<file path="src/rtl/iso_hold_pkg.sv">
// Shared types and constants for the isolation/hold controller.
// The ISO_HOLD_PARITY_EN macro (used by iso_hold_ctrl/iso_hold_chan) adds held-data parity checking.
package iso_hold_pkg;

  // Controller sequencing states
  typedef enum logic [1:0] {
    ST_RUN     = 2'd0,
    ST_CAPTURE = 2'd1,
    ST_ISO     = 2'd2,
    ST_RELEASE = 2'd3
  } iso_state_e;

  // Raw clamp_mode encodings as they appear on the port
  localparam logic [1:0] MODE_HOLD     = 2'b00;
  localparam logic [1:0] MODE_ZERO     = 2'b01;
  localparam logic [1:0] MODE_ONE      = 2'b10;
  localparam logic [1:0] MODE_HOLD_ALT = 2'b11;

  typedef enum logic [1:0] {
    CLAMP_HOLD     = MODE_HOLD,
    CLAMP_ZERO     = MODE_ZERO,
    CLAMP_ONE      = MODE_ONE,
    CLAMP_HOLD_ALT = MODE_HOLD_ALT
  } clamp_mode_e;

  // Release down-counter width; covers release delays up to 255 cycles
  localparam int CNT_W = 8;

  // Collapse the spare encoding onto hold-last so the channel mux only sees three behaviours
  function automatic clamp_mode_e decode_mode(input logic [1:0] code);
    clamp_mode_e m;
    case (code)
      MODE_ZERO: m = CLAMP_ZERO;
      MODE_ONE:  m = CLAMP_ONE;
      default:   m = CLAMP_HOLD;
    endcase
    return m;
  endfunction

endpackage

</file>
<file path="src/rtl/iso_hold_chan.sv">
// One isolation channel: hold register plus output clamp mux.
// With ISO_HOLD_PARITY_EN defined, an even-parity bit is stored alongside the hold value
// and a mismatch is flagged whenever the channel is actively isolated.
module iso_hold_chan
  import iso_hold_pkg::*;
#(
  parameter int WIDTH = 8
) (
  input  logic             clk,
  input  logic             rst_n,
  input  logic             capture,
  input  logic             iso_en,
  input  logic [1:0]       mode,
  input  logic [WIDTH-1:0] data_in,
  output logic [WIDTH-1:0] data_out
`ifdef ISO_HOLD_PARITY_EN
  ,output logic            par_bad
`endif
);

  logic [WIDTH-1:0] hold_q;
  clamp_mode_e      mode_dec;

  // Snapshot the channel input on the edge that leaves CAPTURE
  always_ff @(posedge clk or negedge rst_n) begin
    if (!rst_n) begin
      hold_q <= '0;
    end else if (capture) begin
      hold_q <= data_in;
    end
  end

  // Pass through unless isolated; when isolated pick held value or a constant clamp
  always_comb begin
    data_out = data_in;
    mode_dec = decode_mode(mode);
    if (iso_en) begin
      case (mode_dec)
        CLAMP_ZERO: data_out = '0;
        CLAMP_ONE:  data_out = '1;
        default:    data_out = hold_q;
      endcase
    end
  end

`ifdef ISO_HOLD_PARITY_EN
  logic par_q;

  // Store even parity of the captured word for later integrity checks
  always_ff @(posedge clk or negedge rst_n) begin
    if (!rst_n) begin
      par_q <= 1'b0;
    end else if (capture) begin
      par_q <= ^data_in;
    end
  end

  assign par_bad = iso_en && ((^hold_q) != par_q);
`endif

endmodule

</file>
<file path="src/rtl/iso_hold_ctrl.sv">
// Power-domain isolation controller: sequences RUN -> CAPTURE -> ISO -> RELEASE -> RUN,
// freezes channel mask and clamp mode at capture, and drives per-channel hold/clamp muxes.
// Optional feature macro: ISO_HOLD_PARITY_EN (sticky parity check of held data).
module iso_hold_ctrl
  import iso_hold_pkg::*;
#(
  parameter int WIDTH       = 8,
  parameter int NCH         = 4,
  parameter int RELEASE_DLY = 3
) (
  input  logic                 clk,
  input  logic                 rst_n,
  input  logic                 iso_req,
  output logic                 iso_ack,
  input  logic [NCH-1:0]       ch_mask,
  input  logic [1:0]           clamp_mode,
  input  logic [NCH*WIDTH-1:0] data_in,
  output logic [NCH*WIDTH-1:0] data_out,
  output logic [NCH-1:0]       iso_active,
  output logic                 parity_err
);

  iso_state_e       state_q, state_d;
  logic [CNT_W-1:0] cnt_q, cnt_d;
  logic             ack_q, ack_d;
  logic [NCH-1:0]   mask_q;
  logic [1:0]       mode_q;
  logic             capture;
  logic             iso_on;

  assign capture    = (state_q == ST_CAPTURE);
  assign iso_on     = (state_q == ST_ISO) || (state_q == ST_RELEASE);
  assign iso_active = iso_on ? mask_q : '0;
  assign iso_ack    = ack_q;

  // State, release counter and acknowledge registers
  always_ff @(posedge clk or negedge rst_n) begin
    if (!rst_n) begin
      state_q <= ST_RUN;
      cnt_q   <= '0;
      ack_q   <= 1'b0;
    end else begin
      state_q <= state_d;
      cnt_q   <= cnt_d;
      ack_q   <= ack_d;
    end
  end

  // Next-state logic; a re-request during RELEASE wins over finishing the release
  always_comb begin
    state_d = state_q;
    cnt_d   = cnt_q;
    case (state_q)
      ST_RUN: begin
        if (iso_req) state_d = ST_CAPTURE;
      end
      ST_CAPTURE: begin
        state_d = ST_ISO;
      end
      ST_ISO: begin
        if (!iso_req) begin
          state_d = ST_RELEASE;
          cnt_d   = CNT_W'(RELEASE_DLY - 1);
        end
      end
      ST_RELEASE: begin
        if (iso_req) begin
          state_d = ST_ISO;
        end else if (cnt_q == '0) begin
          state_d = ST_RUN;
        end else begin
          cnt_d = cnt_q - 1'b1;
        end
      end
      default: state_d = ST_RUN;
    endcase
    ack_d = (state_d == ST_ISO) || (state_d == ST_RELEASE);
  end

  // Freeze mask and mode at capture so later input changes cannot disturb an isolation window
  always_ff @(posedge clk or negedge rst_n) begin
    if (!rst_n) begin
      mask_q <= '0;
      mode_q <= MODE_HOLD;
    end else if (capture) begin
      mask_q <= ch_mask;
      mode_q <= clamp_mode;
    end
  end

`ifdef ISO_HOLD_PARITY_EN
  logic [NCH-1:0] par_bad;
  logic           perr_q;

  // Sticky parity error, cleared only when a fresh capture happens
  always_ff @(posedge clk or negedge rst_n) begin
    if (!rst_n) begin
      perr_q <= 1'b0;
    end else if (capture) begin
      perr_q <= 1'b0;
    end else if (|par_bad) begin
      perr_q <= 1'b1;
    end
  end

  assign parity_err = perr_q;
`else
  assign parity_err = 1'b0;
`endif

  for (genvar n = 0; n < NCH; n++) begin : g_chan
    iso_hold_chan #(
      .WIDTH (WIDTH)
    ) u_chan (
      .clk      (clk),
      .rst_n    (rst_n),
      .capture  (capture),
      .iso_en   (iso_on && mask_q[n]),
      .mode     (mode_q),
      .data_in  (data_in[n*WIDTH +: WIDTH]),
      .data_out (data_out[n*WIDTH +: WIDTH])
`ifdef ISO_HOLD_PARITY_EN
      ,.par_bad (par_bad[n])
`endif
    );
  end

endmodule

</file>
<file path="config.mk">
export PLATFORM = sky130hd
export DESIGN_NAME = iso_hold_ctrl
export DESIGN_NICKNAME = d
export VERILOG_FILES = /design/src/rtl/iso_hold_pkg.sv /design/src/rtl/iso_hold_chan.sv /design/src/rtl/iso_hold_ctrl.sv
export SDC_FILE = /design/constraint.sdc
export NUM_CORES = 1
export LEC_CHECK = 0
export ABC_AREA = 1
export CORE_UTILIZATION = 54
export CTS_BUF_LIST = sky130_fd_sc_hd__clkbuf_2 sky130_fd_sc_hd__clkbuf_4 sky130_fd_sc_hd__clkbuf_8
export DETAILED_ROUTE_END_ITERATION = 7
export HOLD_SLACK_MARGIN = 0.05
export MAX_ROUTING_LAYER = met4
export PLACE_DENSITY = 0.88
export SLEW_MARGIN = 10
export SYNTH_ARGS = -nofsm -noshare
export SYNTH_HDL_FRONTEND = slang
export SYNTH_HIERARCHICAL = 1
export SYNTH_SLANG_ARGS = --single-unit
</file>
<file path="constraint.sdc">
create_clock -name clk -period 3.22 [get_ports clk]
set_clock_uncertainty 0.1 [all_clocks]
set_input_delay 0.644 -clock clk [delete_from_list [all_inputs] [get_ports clk]]
set_output_delay 0.644 -clock clk [all_outputs]
set_load 0.03 [all_outputs]
</file>
# Word-level counts from Yosys, hierarchy flattened
# Index checks and enable logic that the tools add are counted.
[word_totals]
reg_bits = 49
in_bits = 41
output_inout_bits = 38
word_cells = 51
[classes]
n_addsub = 1
eq_ne = 12
n_mux = 19
reduce_logical = 10
[op_table]
columns = ["op", "count"]
rows = [
  ["8-bit case mux with 2 select lines", 5],
  ["8-bit two-way mux", 7],
  ["2-bit equality test, second input constant", 6],
  ["8-bit logical NOT", 1],
  ["2-bit two-way mux", 4],
  ["2-bit case mux with 4 select lines", 1],
  ["8-bit by 1-bit subtractor with 8-bit output, second input constant", 1],
  ["2-bit by 1-bit equality test with 1-bit output, second input constant", 3],
  ["2-bit != test, second input constant", 3],
  ["1-bit logical AND", 4],
  ["4-bit two-way mux", 1],
  ["2-bit case mux with 2 select lines", 1],
  ["4-bit AND reduction", 1],
  ["2-bit logical NOT", 1],
  ["1-bit logical OR", 2],
  ["2-bit nonzero test", 1],
]

# Depth between registers and ports, before layout
# Gate-level depths: netlist (run 1).
[depth]
depth_word = 6
mapped_depth = 8
depth_no_buf = 7

# Hierarchy
# Netlist (run 1), hierarchy kept.
[modules_own_cells]
columns = ["module", "n_inst", "cells_per_inst", "area_per_inst_um2", "seq_area_each_um2"]
rows = [
  ["iso_hold_chan", 4, 80, 519.2, 200.2],
  ["iso_hold_ctrl", 1, 117, 924.6, 425.4],
]

# Worst setup path after synthesis (run 1)
# Ideal clock, no wire load.
[synth_timing]
path_kind = "register to output"
from = "reg mode_q[0]"
to = "out data_out[12]"
t_arrival_ps = 1264
path_slack_ps = 1212
stages_incl_launch_ff = 9
n_path_buf = 1
path_cell_list = "dfrtp_1 inv_1 ha_1 buf_6 inv_2 nand2_4 nand2_1 nand2_1 nand2_1"
[synth_between]
elab_chain_cells = 5
[synth_lines]
columns = ["item", "line_no", "text"]
rows = [
  ["from (decl)", "iso_hold_ctrl.sv:27", "logic [1:0] mode_q;"],
  ["from (signal assigned)", "iso_hold_ctrl.sv:87", "mode_q <= clamp_mode;"],
  ["2-bit equality test or 2-bit by 1-bit equality test with 1-bit output (tied branches)", "iso_hold_pkg.sv:32", "case (code)"],
  ["2-bit case mux with 2 select lines *", "iso_hold_pkg.sv:32", ""],
  ["2-bit equality test or 2-bit by 1-bit equality test with 1-bit output (tied branches)", "iso_hold_chan.sv:38", "case (mode_dec)"],
  ["8-bit case mux with 2 select lines *", "iso_hold_chan.sv:38", ""],
  ["8-bit two-way mux *", "iso_hold_chan.sv:37", "if (iso_en) begin"],
  ["to (decl)", "iso_hold_ctrl.sv:18", "output logic [NCH*WIDTH-1:0] data_out,"],
]
# Every way passes the cells marked *; elsewhere a longest branch is shown, timed or not.

# Final worst setup path (run 1)
[layout_timing]
from = "reg mode_q[0]"
to = "out data_out[17]"
# Same word-level chain as after synthesis.

==> results of run 1 <==
worst paths after layout:
| kind | endpoint | depth (start not counted) |
|---|---|---|
| min in group clk | mask_q[2] | 2 |
| max reg2reg | g_chan[0].u_chan/hold_q[1] | 3 |
| max in group asynchronous | g_chan[2].u_chan/hold_q[1] | 2 |
| min reg2reg | mask_q[2] | 2 |
| min | g_chan[0].u_chan/hold_q[0] | 1 |
| max | data_out[17] | 8 |
cell usage in the layout (no fill, tap or decap):
cell type | netlist | final
sky130_fd_sc_hd__nor2_1 | 7 | 7
sky130_fd_sc_hd__nand2_4 | 4 | 4
sky130_fd_sc_hd__nand2_1 | 234 | 234
sky130_fd_sc_hd__nand4_1 | 1 | 1
sky130_fd_sc_hd__o21ai_1 | 8 | 8
sky130_fd_sc_hd__clkdlybuf4s50_1 | 0 | 76
sky130_fd_sc_hd__bufinv_16 | 0 | 2
sky130_fd_sc_hd__inv_1 | 52 | 52
sky130_fd_sc_hd__dfrtp_1 | 49 | 49
sky130_fd_sc_hd__buf_2 | 0 | 1
sky130_fd_sc_hd__nor2_2 | 2 | 1
sky130_fd_sc_hd__xor2_1 | 2 | 2
sky130_fd_sc_hd__o21ai_0 | 31 | 31
sky130_fd_sc_hd__conb_1 | 1 | 1
sky130_fd_sc_hd__nor3_1 | 1 | 1
sky130_fd_sc_hd__nor2_4 | 3 | 4
sky130_fd_sc_hd__nor2_8 | 1 | 1
sky130_fd_sc_hd__o21ai_4 | 1 | 1
sky130_fd_sc_hd__nand3_1 | 9 | 9
sky130_fd_sc_hd__inv_2 | 9 | 9
sky130_fd_sc_hd__clkbuf_8 | 0 | 5
sky130_fd_sc_hd__nand3_2 | 1 | 1
sky130_fd_sc_hd__clkinv_2 | 0 | 1
sky130_fd_sc_hd__buf_4 | 1 | 3
sky130_fd_sc_hd__ha_1 | 5 | 5
sky130_fd_sc_hd__a22oi_1 | 2 | 2
sequential cells by signal, summed over array words and instances, names as in the netlist:
signal                cells
g_chan.u_chan/hold_q     32
state_q                   2
iso_ack                   1
mode_q                    2
cnt_q                     8
mask_q                    4
layout make-up:
| cell class | instances | area [sq um] | area share [%] |
|---|---|---|---|
| multi-input cells | 313 | 1400 | 36.2 |
| flip-flops and latches | 49 | 1230 | 31.7 |
| repair buffers | 80 | 788 | 20.4 |
| inverters | 61 | 229 | 5.93 |
| well taps | 70 | 87.6 | 2.27 |
| clock buffers | 5 | 68.8 | 1.78 |
| clock inverters | 3 | 65.1 | 1.68 |
cell families after synthesis:
| family | after synthesis | share of synthesized area [%] |
|---|---|---|
| adders and majority gates | 5 | 2.08 |
| other | 1 | 0.125 |
| xor gates and xnor gates | 2 | 0.584 |
| AOI/OAI and AO/OA | 42 | 7.54 |
| buffers and inverters | 75 | 12.8 |
| DFF | 49 | 40.9 |
| and+or+nand+nor | 263 | 36.1 |
metrics by stage:
step,instance area [sq um],setup slack [ns],util (%),total power [mW],hold WS [ns]
finish,3860,0.144,73.7,4.99,0.205
global route,3860,0.0129,73.7,5.41,0.238
CTS,3860,0.144,73.7,5.02,0.212
detailed placement,3730,0.512,71.2,4.49,0.367
global placement,3730,0.540,71.2,4.39,0.355
floorplan,3000,1.21,-,3.55,0.248
where the power goes:
group | internal (mW) | switching [mW]
logic | 1.25 | 2.12
registers | 0.913 | 0.199
clock network | 0.308 | 0.203
total | 2.47 | 2.52
per-layer routing:
layer | up-vias | global-route usage [%] | share of wire, %
met5 | - | - | 0
met4 | 0 | 7.50 | 1.2
met3 | 9 | 4.19 | 4.1
met2 | 76 | 43.3 | 50
met1 | 1285 | 31.2 | 45
li1 | 1451 | - | -
worst max-delay path: stages, from the launching register on:
cell and delay [ns]:
sky130_fd_sc_hd__dfrtp_1 0.45, sky130_fd_sc_hd__inv_1 0.07, sky130_fd_sc_hd__ha_1 0.43, sky130_fd_sc_hd__inv_2 0.11, sky130_fd_sc_hd__nand2_4 0.08, sky130_fd_sc_hd__nand2_1 0.07
sky130_fd_sc_hd__nand2_1 0.05, sky130_fd_sc_hd__nand2_1 0.09, sky130_fd_sc_hd__clkdlybuf4s50_1 0.68
cell usage after synthesis:
cell type,number
sky130_fd_sc_hd__nor2_1,7
sky130_fd_sc_hd__xor2_1,2
sky130_fd_sc_hd__nand2_1,234
sky130_fd_sc_hd__nor2_8,1
sky130_fd_sc_hd__nor3_1,1
sky130_fd_sc_hd__nand3_1,9
sky130_fd_sc_hd__a22oi_1,2
sky130_fd_sc_hd__nand4_1,1
sky130_fd_sc_hd__nand2_4,4
sky130_fd_sc_hd__inv_2,9
sky130_fd_sc_hd__o21ai_4,1
sky130_fd_sc_hd__buf_6,13
sky130_fd_sc_hd__nor2_4,3
sky130_fd_sc_hd__o21ai_0,31
sky130_fd_sc_hd__conb_1,1
sky130_fd_sc_hd__dfrtp_1,49
sky130_fd_sc_hd__nor2_2,2
sky130_fd_sc_hd__ha_1,5
sky130_fd_sc_hd__inv_1,52
sky130_fd_sc_hd__buf_4,1
sky130_fd_sc_hd__nand3_2,1
sky130_fd_sc_hd__o21ai_1,8
==> results by stage, run 1 <==
Outcome:
- The flow ran to the end, and the final reports show no timing, DRC or antenna violations.

Synth:
- The mapped netlist covers 0.00300 sq mm.
- The number of nets in the synthesized netlist is 483.
- The fraction of post-synthesis cell area in the top cell type by area is 40.9%.
- The post-synthesis sequential element count is 49.
- The number of warnings issued by yosys is 6.
- The register area share after synthesis is 40.9%.
- After synthesis, the cell types taking the most area are sky130_fd_sc_hd__dfrtp_1, sky130_fd_sc_hd__nand2_1, sky130_fd_sc_hd__inv_1.
- The average instance in the mapped netlist occupies 6.87 sq um.
- The instance count of the mapped netlist is 437.
- After synthesis, the netlist uses 22 different library cells.
- The most area-hungry cell type in the Yosys netlist is sky130_fd_sc_hd__dfrtp_1.

Timing:
- The transition time of the tightest slew-check pin is 0.695 ns.
- The final critical-path required period is 3.08 ns.
- Measured against its own limit, the worst slew margin works out to 53.5%.
- Adding up every negative setup slack in the final design gives 0 ns.
- The final-report hold violation count is 0.
- Setup repair after global routing left no endpoint under its margin.
- The count of final max-slew check failures came to 0.
- The total of endpoints with negative setup slack in the final report is 0.
- The fraction of the cycle the final worst path needs is 95.5%.
- The maximum clock frequency is 325 MHz.

GRT:
- The initial antenna violation count was 0.
- The global-route wire length before repair is 11800 um.
- Global routing finished with a remaining overflow of 0.
- The global routing usage summed across all routing layers is 25.5%.
- The number of global-route vias before repair is 2641.
- Entering global routing, the biggest net connects 36 pins.

Finish:
- The post-route netlist has 6.46% of its cells at a drive strength greater than 1.
- The number of filler instances in the final layout is 424.
- The antenna diode count is 0.
- After the flow finishes, the layout carries non-filler instances totaling 581.
- The area growth from synthesis to layout is 28.7%.
- After the last flow step, the layout net total stands at 556.

Clock tree:
- TritonCTS built the clock tree.
- After clock tree synthesis, the repair step resized 0 gates.
- After clock tree synthesis, the clock-pin slew on the worst setup and hold paths is 0.09 ns.
- For this design, the CTS-stage hold fixing added 0 buffers.
- The clock reaches the later pin of the worst-skew pair after 0.30 ns.
- The clock tree root buffer cell is sky130_fd_sc_hd__clkbuf_8.
- Clock tree synthesis inserted a total of 5 buffers.
- The clock sink count is 49.
- Post-CTS timing repair inserted 0 buffers for setup.
- The H-tree was split into 2 levels.
- The buffer levels on the longest clock path is 2.

Setup path:
- The element type at the critical path end is an output port.
- For the worst setup path, the data required time is 2.48 ns.
- In this run the worst setup path begins at mode_q[0].
- At the worst endpoint, the arrival time is 2.33 ns.
- The critical path start-end classification is register to output port.
- In this run the register-to-register setup slack is 1.38 ns.
- The launch instance of the worst register-to-register path is state_q[1].
- STA classifies the critical path startpoint as a register.
- In this run the worst path has a maximum fanout of 9.

Pwr:
- The worst vdd rail ir drop is 0.676 mV.
- In this run the power density over the cells is 1290 mW/mm^2.
- The static leakage power is 2.08 nW.

Floorplan:
- The region available for standard cell placement spans 0.00524 sq mm.
- The number of top-level pins is 79.
- The initial core utilization is 57.3%.
- The floorplan has 26 rows.
- The die outline height is 76.6 um.
- The die area is 0.00586 sq mm.
- The chip width is 76.6 um.

Drt:
- The vias after detailed routing is 2821.
- The initial DRC count is 209.
- The remaining antenna violation count is 0.
- In the routed design, unresolved DRC markers number 0.
- The routed design has 6750 um of wire.
- Dividing the detail-routed via count by the number of cells gives 4.86.
- The routed wire length per instance is 11.6 um.
- The first detailed-routing pass took 4 iterations.

Placement:
- Detailed placement ended at an HPWL of 4890 um.
- During placement, the flow inserted port buffers numbering 77.
- The placed cell count is 573.
- At the end of routability-driven placement, the weighted congestion stood at 0.906.

Worst hold path:
- The type of the worst min-delay path is primary input to async pin.

Job:
- The count of max-cap constraint violations is 0.
Note: power is estimated with default switching activity, not from simulation.
==> run 2, diff against run 1 <==
--- a/config.mk
+++ b/config.mk
@@ -9,7 +9,6 @@
 export CORE_UTILIZATION = 54
 export CTS_BUF_LIST = sky130_fd_sc_hd__clkbuf_2 sky130_fd_sc_hd__clkbuf_4 sky130_fd_sc_hd__clkbuf_8
 export DETAILED_ROUTE_END_ITERATION = 7
-export HOLD_SLACK_MARGIN = 0.05
 export MAX_ROUTING_LAYER = met4
 export PLACE_DENSITY = 0.88
 export SLEW_MARGIN = 10
==> results of run 2 <==
Final layout, timing and power as in run 1 (identical DEF).
==> run 3, diff against run 2 <==
--- a/config.mk
+++ b/config.mk
@@ -5,12 +5,11 @@
 export SDC_FILE = /design/constraint.sdc
 export NUM_CORES = 1
 export LEC_CHECK = 0
-export ABC_AREA = 1
-export CORE_UTILIZATION = 54
+export CORE_UTILIZATION = 55
 export CTS_BUF_LIST = sky130_fd_sc_hd__clkbuf_2 sky130_fd_sc_hd__clkbuf_4 sky130_fd_sc_hd__clkbuf_8
 export DETAILED_ROUTE_END_ITERATION = 7
 export MAX_ROUTING_LAYER = met4
-export PLACE_DENSITY = 0.88
+export PLACE_DENSITY = 0.89
 export SLEW_MARGIN = 10
 export SYNTH_ARGS = -nofsm -noshare
 export SYNTH_HDL_FRONTEND = slang
==> constraint.sdc (replaced) <==
create_clock -name clk -period 3.9 [get_ports clk]
set_clock_uncertainty 0.1 [all_clocks]
set_input_delay 0.78 -clock clk [delete_from_list [all_inputs] [get_ports clk]]
set_output_delay 0.78 -clock clk [all_outputs]
set_load 0.03 [all_outputs]
==> run 3 against run 2 <==
  * Clock power down 26%
  * Cell area fell by 1.5%
  * Via count down 20%
  * Wire length is 9.5% lower
  * Core utilization is 0.67 points lower
  * Combinational power fell by 37%
  * Critical path depth down 4
  * Count of clock-buffer cells in the layout increased by 2
  * Non-clock buffer count is 2 lower
  * Sequential power is 20% lower
  * Hold slack improved by 0.18 ns
  * Total power shrank 32%
==> results by stage, run 3 <==
Placement:
- The placed cell count came to 402 (-30%).
- The final RePlAce weighted congestion was 0.881 (-2.8%).
- The count of input and output buffers is 77 (unchanged).
- The half-perimeter wire length of the detailed placement result is 4340 um (-11%).
- The minimum setup slack after placement was 0.766 ns (+0.254 ns).

Floorplan:
- The chip width is 76.1 um (-0.59%).
- The number of rows in the core area is 26 (unchanged).
- The core region area is 0.00520 sq mm (-0.62%).
- The number of top-level pins is 79 (unchanged).
- The die outline height came to 76.1 um (-0.59%).
- The die area is 0.00579 sq mm (-1.2%).
- The initial core utilization came to 58.0% (+0.72 points).

Clock tree:
- The number of buffers created by CTS is 5 (unchanged).
- The clock tree from TritonCTS is built.
- The number of gates resized after cts is 0 (unchanged).
- The clock transition at the registers of the reported paths came to 0.09 ns (about the same).
- The clock latency at the later pin of the worst-skew pair is 0.30 ns (about the same).
- The number of levels in the clock H-tree is 2 (unchanged).
- The quantity of hold-fixing buffers added after cts is 0 (unchanged).
- The clock sink count is 49 (unchanged).
- The buffer levels on the longest clock path is 2 (unchanged).
- The clock tree root buffer cell is sky130_fd_sc_hd__clkbuf_8.
- The number of buffers added for setup after CTS is 0 (unchanged).

Drt:
- The initial DRC count is 66 (-68%).
- The number of remaining DRC errors is 0 (unchanged).
- The mean number of vias per cell is 5.50 (+13%).
- The vias after detailed routing is 2254 (-20%).
- The detailed-route wire length came to 6110 um (-9.5%).
- The number of detailed-routing iterations run before antenna repair is 4 (unchanged).
- The routed wire length per instance came to 14.9 um (+28%).
- The remaining antenna violation count is 0 (unchanged).

Synth:
- After synthesis, the largest family of logic cells by area is compound AO/OA/AOI/OAI gates.
- The average cell area after synthesis came to 10.8 sq um (+57%).
- The parity-gate share of the synthesized area counting xor and xnor cells is 0.290% (-0.29 points).
- Sorting the synthesized cells by how often they occur yields sky130_fd_sc_hd__dfrtp_1, sky130_fd_sc_hd__nand2_1, sky130_fd_sc_hd__mux2_2, sky130_fd_sc_hd__nor2_1, sky130_fd_sc_hd__a31oi_2.
- The post-synthesis sequential element count is 49 (unchanged).
- The fraction of registers with async set or reset after synthesis is 100% (unchanged).
- The fraction of post-synthesis cell area in the top cell type by area was 40.6% (-0.25 points).
- The post-synthesis compound-gate area fraction is 17.8% (+10 points).
- The adder and majority gate portion of the synthesized area is 2.07% (-0.013 points).
- The simple-gate share of the synthesized area is 17.3% (-19 points).
- The instance count of the mapped netlist is 280 (-36%).
- Yosys instantiated no cell more often than sky130_fd_sc_hd__dfrtp_1.
- The number of enable-type register cells in the synthesized netlist is 0 (unchanged).
- The netlist area before placement is 0.00302 sq mm (+0.63%).
- The most area-hungry cell type in the Yosys netlist is sky130_fd_sc_hd__dfrtp_1.
- Yosys attributes the largest share of cell area to sky130_fd_sc_hd__dfrtp_1, sky130_fd_sc_hd__mux2_2, sky130_fd_sc_hd__a31oi_2.
- The number of nets in the synthesized netlist is 326 (-33%).
- The register area share after synthesis is 40.6% (-0.25 points).
- The count of unique library cells instantiated by Yosys came to 46 (+110%).
- The number of warnings issued by yosys was 6 (unchanged).
- The dominant register cell in the synthesized netlist is sky130_fd_sc_hd__dfrtp_1.
- The post-synthesis mux area share is 14.2% (+14 points).

Worst hold path:
- The worst hold path belongs to the class register to register.
- The worst hold path terminates at mask_q[1].
- The startpoint of the worst hold path is mask_q[1].
- The hold-critical path depth is 1.

GRT:
- The pin count of the biggest net entering global routing was 50 (+39%).
- The global routing usage summed across all routing layers is 24.1% (-1.4 points).
- The global-route wire length before repair is 10900 um (-7.8%).
- The number of global-route vias before repair was 2299 (-13%).
- The remaining global-route overflow is 0 (unchanged).
- The initial antenna violation count came to 0 (unchanged).

Finish:
- The library cell used most frequently in the layout, excluding fill and tap cells, is sky130_fd_sc_hd__clkdlybuf4s50_1.
- The antenna diode count came to 0 (unchanged).
- The layout cell share with drive strength beyond 1 was 25.9% (+19 points).
- The number of nets at the end of the flow is 385 (-31%).
- The layout overhead on the synthesized area is 25.9%.
- The largest registers in the layout are g_chan.u_chan/hold_q: 32 flops, cnt_q: 8 flops, mask_q: 4 flops.
- The post-route non-filler standard cell count was 410 (-29%).
- The flip-flop count of the largest register, all copies and words added is 32 (unchanged).
- The top cell types in the final layout, fill and taps aside, are sky130_fd_sc_hd__clkdlybuf4s50_1, sky130_fd_sc_hd__dfrtp_1, sky130_fd_sc_hd__nand2_1, sky130_fd_sc_hd__mux2_2, sky130_fd_sc_hd__nor2_1.
- More flip-flops sit in one register than any other, and that register is g_chan.u_chan/hold_q.

Timing:
- The count of final max-slew check failures is 0 (unchanged).
- The worst hold slack is 0.386 ns (+0.181 ns).
- The final critical-path required period is 3.42 ns.
- Setup repair after global routing left no endpoint under its margin.
- The transition time of the tightest slew-check pin came to 1.09 ns (+0.392 ns).
- The summed negative setup slack over all endpoints is 0 ns (unchanged).
- The final worst slack is 0.482 ns (+0.338 ns).
- The fraction of the cycle the final worst path needs is 87.6%.
- The final-report hold violation count came to 0 (unchanged).
- The maximum clock frequency is 293 MHz.
- The total of endpoints with negative setup slack in the final report came to 0 (unchanged).
- The worst slew margin relative to its limit is 27.4% (-26 points).

Setup path:
- The largest fanout of any net on the critical path is 17 (+8).
- The startpoint identified for the worst register-to-register timing path is state_q[0].
- The internal reg-to-reg setup slack was 1.61 ns (+0.23 ns).
- The arrival time of data at the critical path endpoint is 2.54 ns (+0.21 ns).
- The endpoint identified for the worst register-to-register timing path is g_chan[1].u_chan/hold_q[0].
- The critical path in this run is classified as register to output port.
- The length in cells of the worst reg-to-reg path is 2 (-1).
- The data required time at the worst endpoint was 3.02 ns (+0.54 ns).
- STA classifies the critical path startpoint as a register.
- The worst setup path is captured at an output port.

Outcome:
- The flow ran to the end, and the final reports show no timing, DRC or antenna violations.

Pwr:
- The fraction of power consumed by sequential logic is 26.1% (+3.8 points).
- The static leakage power is 1.55 nW (-25%).
- The worst vdd rail ir drop is 0.407 mV (-40%).
- The cell-internal power is 1.87 mW (-24%).
- The clock group share of total power is 11.1% (+0.8 points).
- The share of total power in combinational logic was 62.8% (-4.7 points).
- The areal power density over the cells is 893 mW/mm^2 (-31%).
- The net switching power of the design came to 1.52 mW (-40%).
- The switching part of the total is 44.8% (-5.7 points).

Job:
- The count of max-cap constraint violations is 0 (unchanged).
==> run 3: cell count changes after synthesis, moves of 5 or more <==
cell / before / now
sky130_fd_sc_hd__o21ai_0: 31 / 1
sky130_fd_sc_hd__nand2_1: 234 / 37
sky130_fd_sc_hd__buf_2: 0 / 7
sky130_fd_sc_hd__o21ai_1: 8 / 0
sky130_fd_sc_hd__nand3_1: 9 / 1
sky130_fd_sc_hd__inv_2: 9 / 0
sky130_fd_sc_hd__a21oi_1: 0 / 5
sky130_fd_sc_hd__inv_1: 52 / 7
sky130_fd_sc_hd__nor2_1: 7 / 35
sky130_fd_sc_hd__a31oi_2: 0 / 32
sky130_fd_sc_hd__mux2_2: 0 / 36
==> run 3: per-stage QoR <==
stage / total power [mW] / util, % / cell area, sq um
2_1_floorplan: 2.50 / - / 3020
3_3_place_gp: 2.98 / 70.8 / 3680
3_5_place_dp: 3.04 / 70.8 / 3680
4_1_cts: 3.42 / 73.1 / 3800
5_1_grt: 3.62 / 73.1 / 3800
6_report: 3.40 / 73.1 / 3800
==> run 3: layout make-up <==
| class | instances | area [sq um] |
|---|---|---|
| Multi-Input combinational cell | 198 | 1570 |
| Tap cell | 70 | 87.6 |
| Inverter | 7 | 26.3 |
| Fill cell | 360 | 1400 |
| Clock inverter | 1 | 30.0 |
| Timing Repair Buffer | 78 | 773 |
| Sequential cell | 49 | 1230 |
| Clock buffer | 7 | 90.1 |
==> run 3: worst max path at each step <==
stage | start | end | slack (ns)
final | state_q[1] | data_out[16] | 0.48
after global routing | state_q[1] | data_out[12] | 0.29
after CTS | state_q[1] | data_out[16] | 0.43
after detailed placement | data_in[12] | data_out[12] | 0.77
after global placement | data_in[15] | data_out[15] | 0.83
after floorplan | state_q[1] | data_out[11] | 1.43
==> run 3: logic make-up after synthesis <==
kind of cell,after synthesis
flip-flops,49
multiplexers,38
XOR/XNOR,1
AO/OA/AOI/OAI,50
adder cells (fa/ha/maj),5
other,1
AND/OR/NAND/NOR,103
buffers and inverters,33
==> run 3: metal layers <==
| layer | vias up | GRT usage [%] | routed length [um] |
|---|---|---|---|
| li1 | 1113 | - | - |
| met1 | 1080 | 30.3 | 2820 |
| met2 | 56 | 39.8 | 3000 |
| met3 | 5 | 4.79 | 239 |
| met4 | 0 | 6.15 | 53 |
| met5 | - | - | 0 |
==> run 3: worst max-delay path: stages (launching register included) <==
cell and delay [ns]:
sky130_fd_sc_hd__dfrtp_1 0.54, sky130_fd_sc_hd__and2_1 0.67, sky130_fd_sc_hd__nor2_1 0.15, sky130_fd_sc_hd__a31oi_2 0.19, sky130_fd_sc_hd__clkdlybuf4s50_1 0.69
==> run 3: power groups by stage <==
stage	Combinational [mW]	Sequential [mW]	Clock (mW)
after floorplan	1.67	0.830	0
final	2.13	0.886	0.379
after CTS	2.15	0.884	0.387
after global placement	2.10	0.876	0
after global routing	2.29	0.921	0.411
after detailed placement	2.15	0.894	0
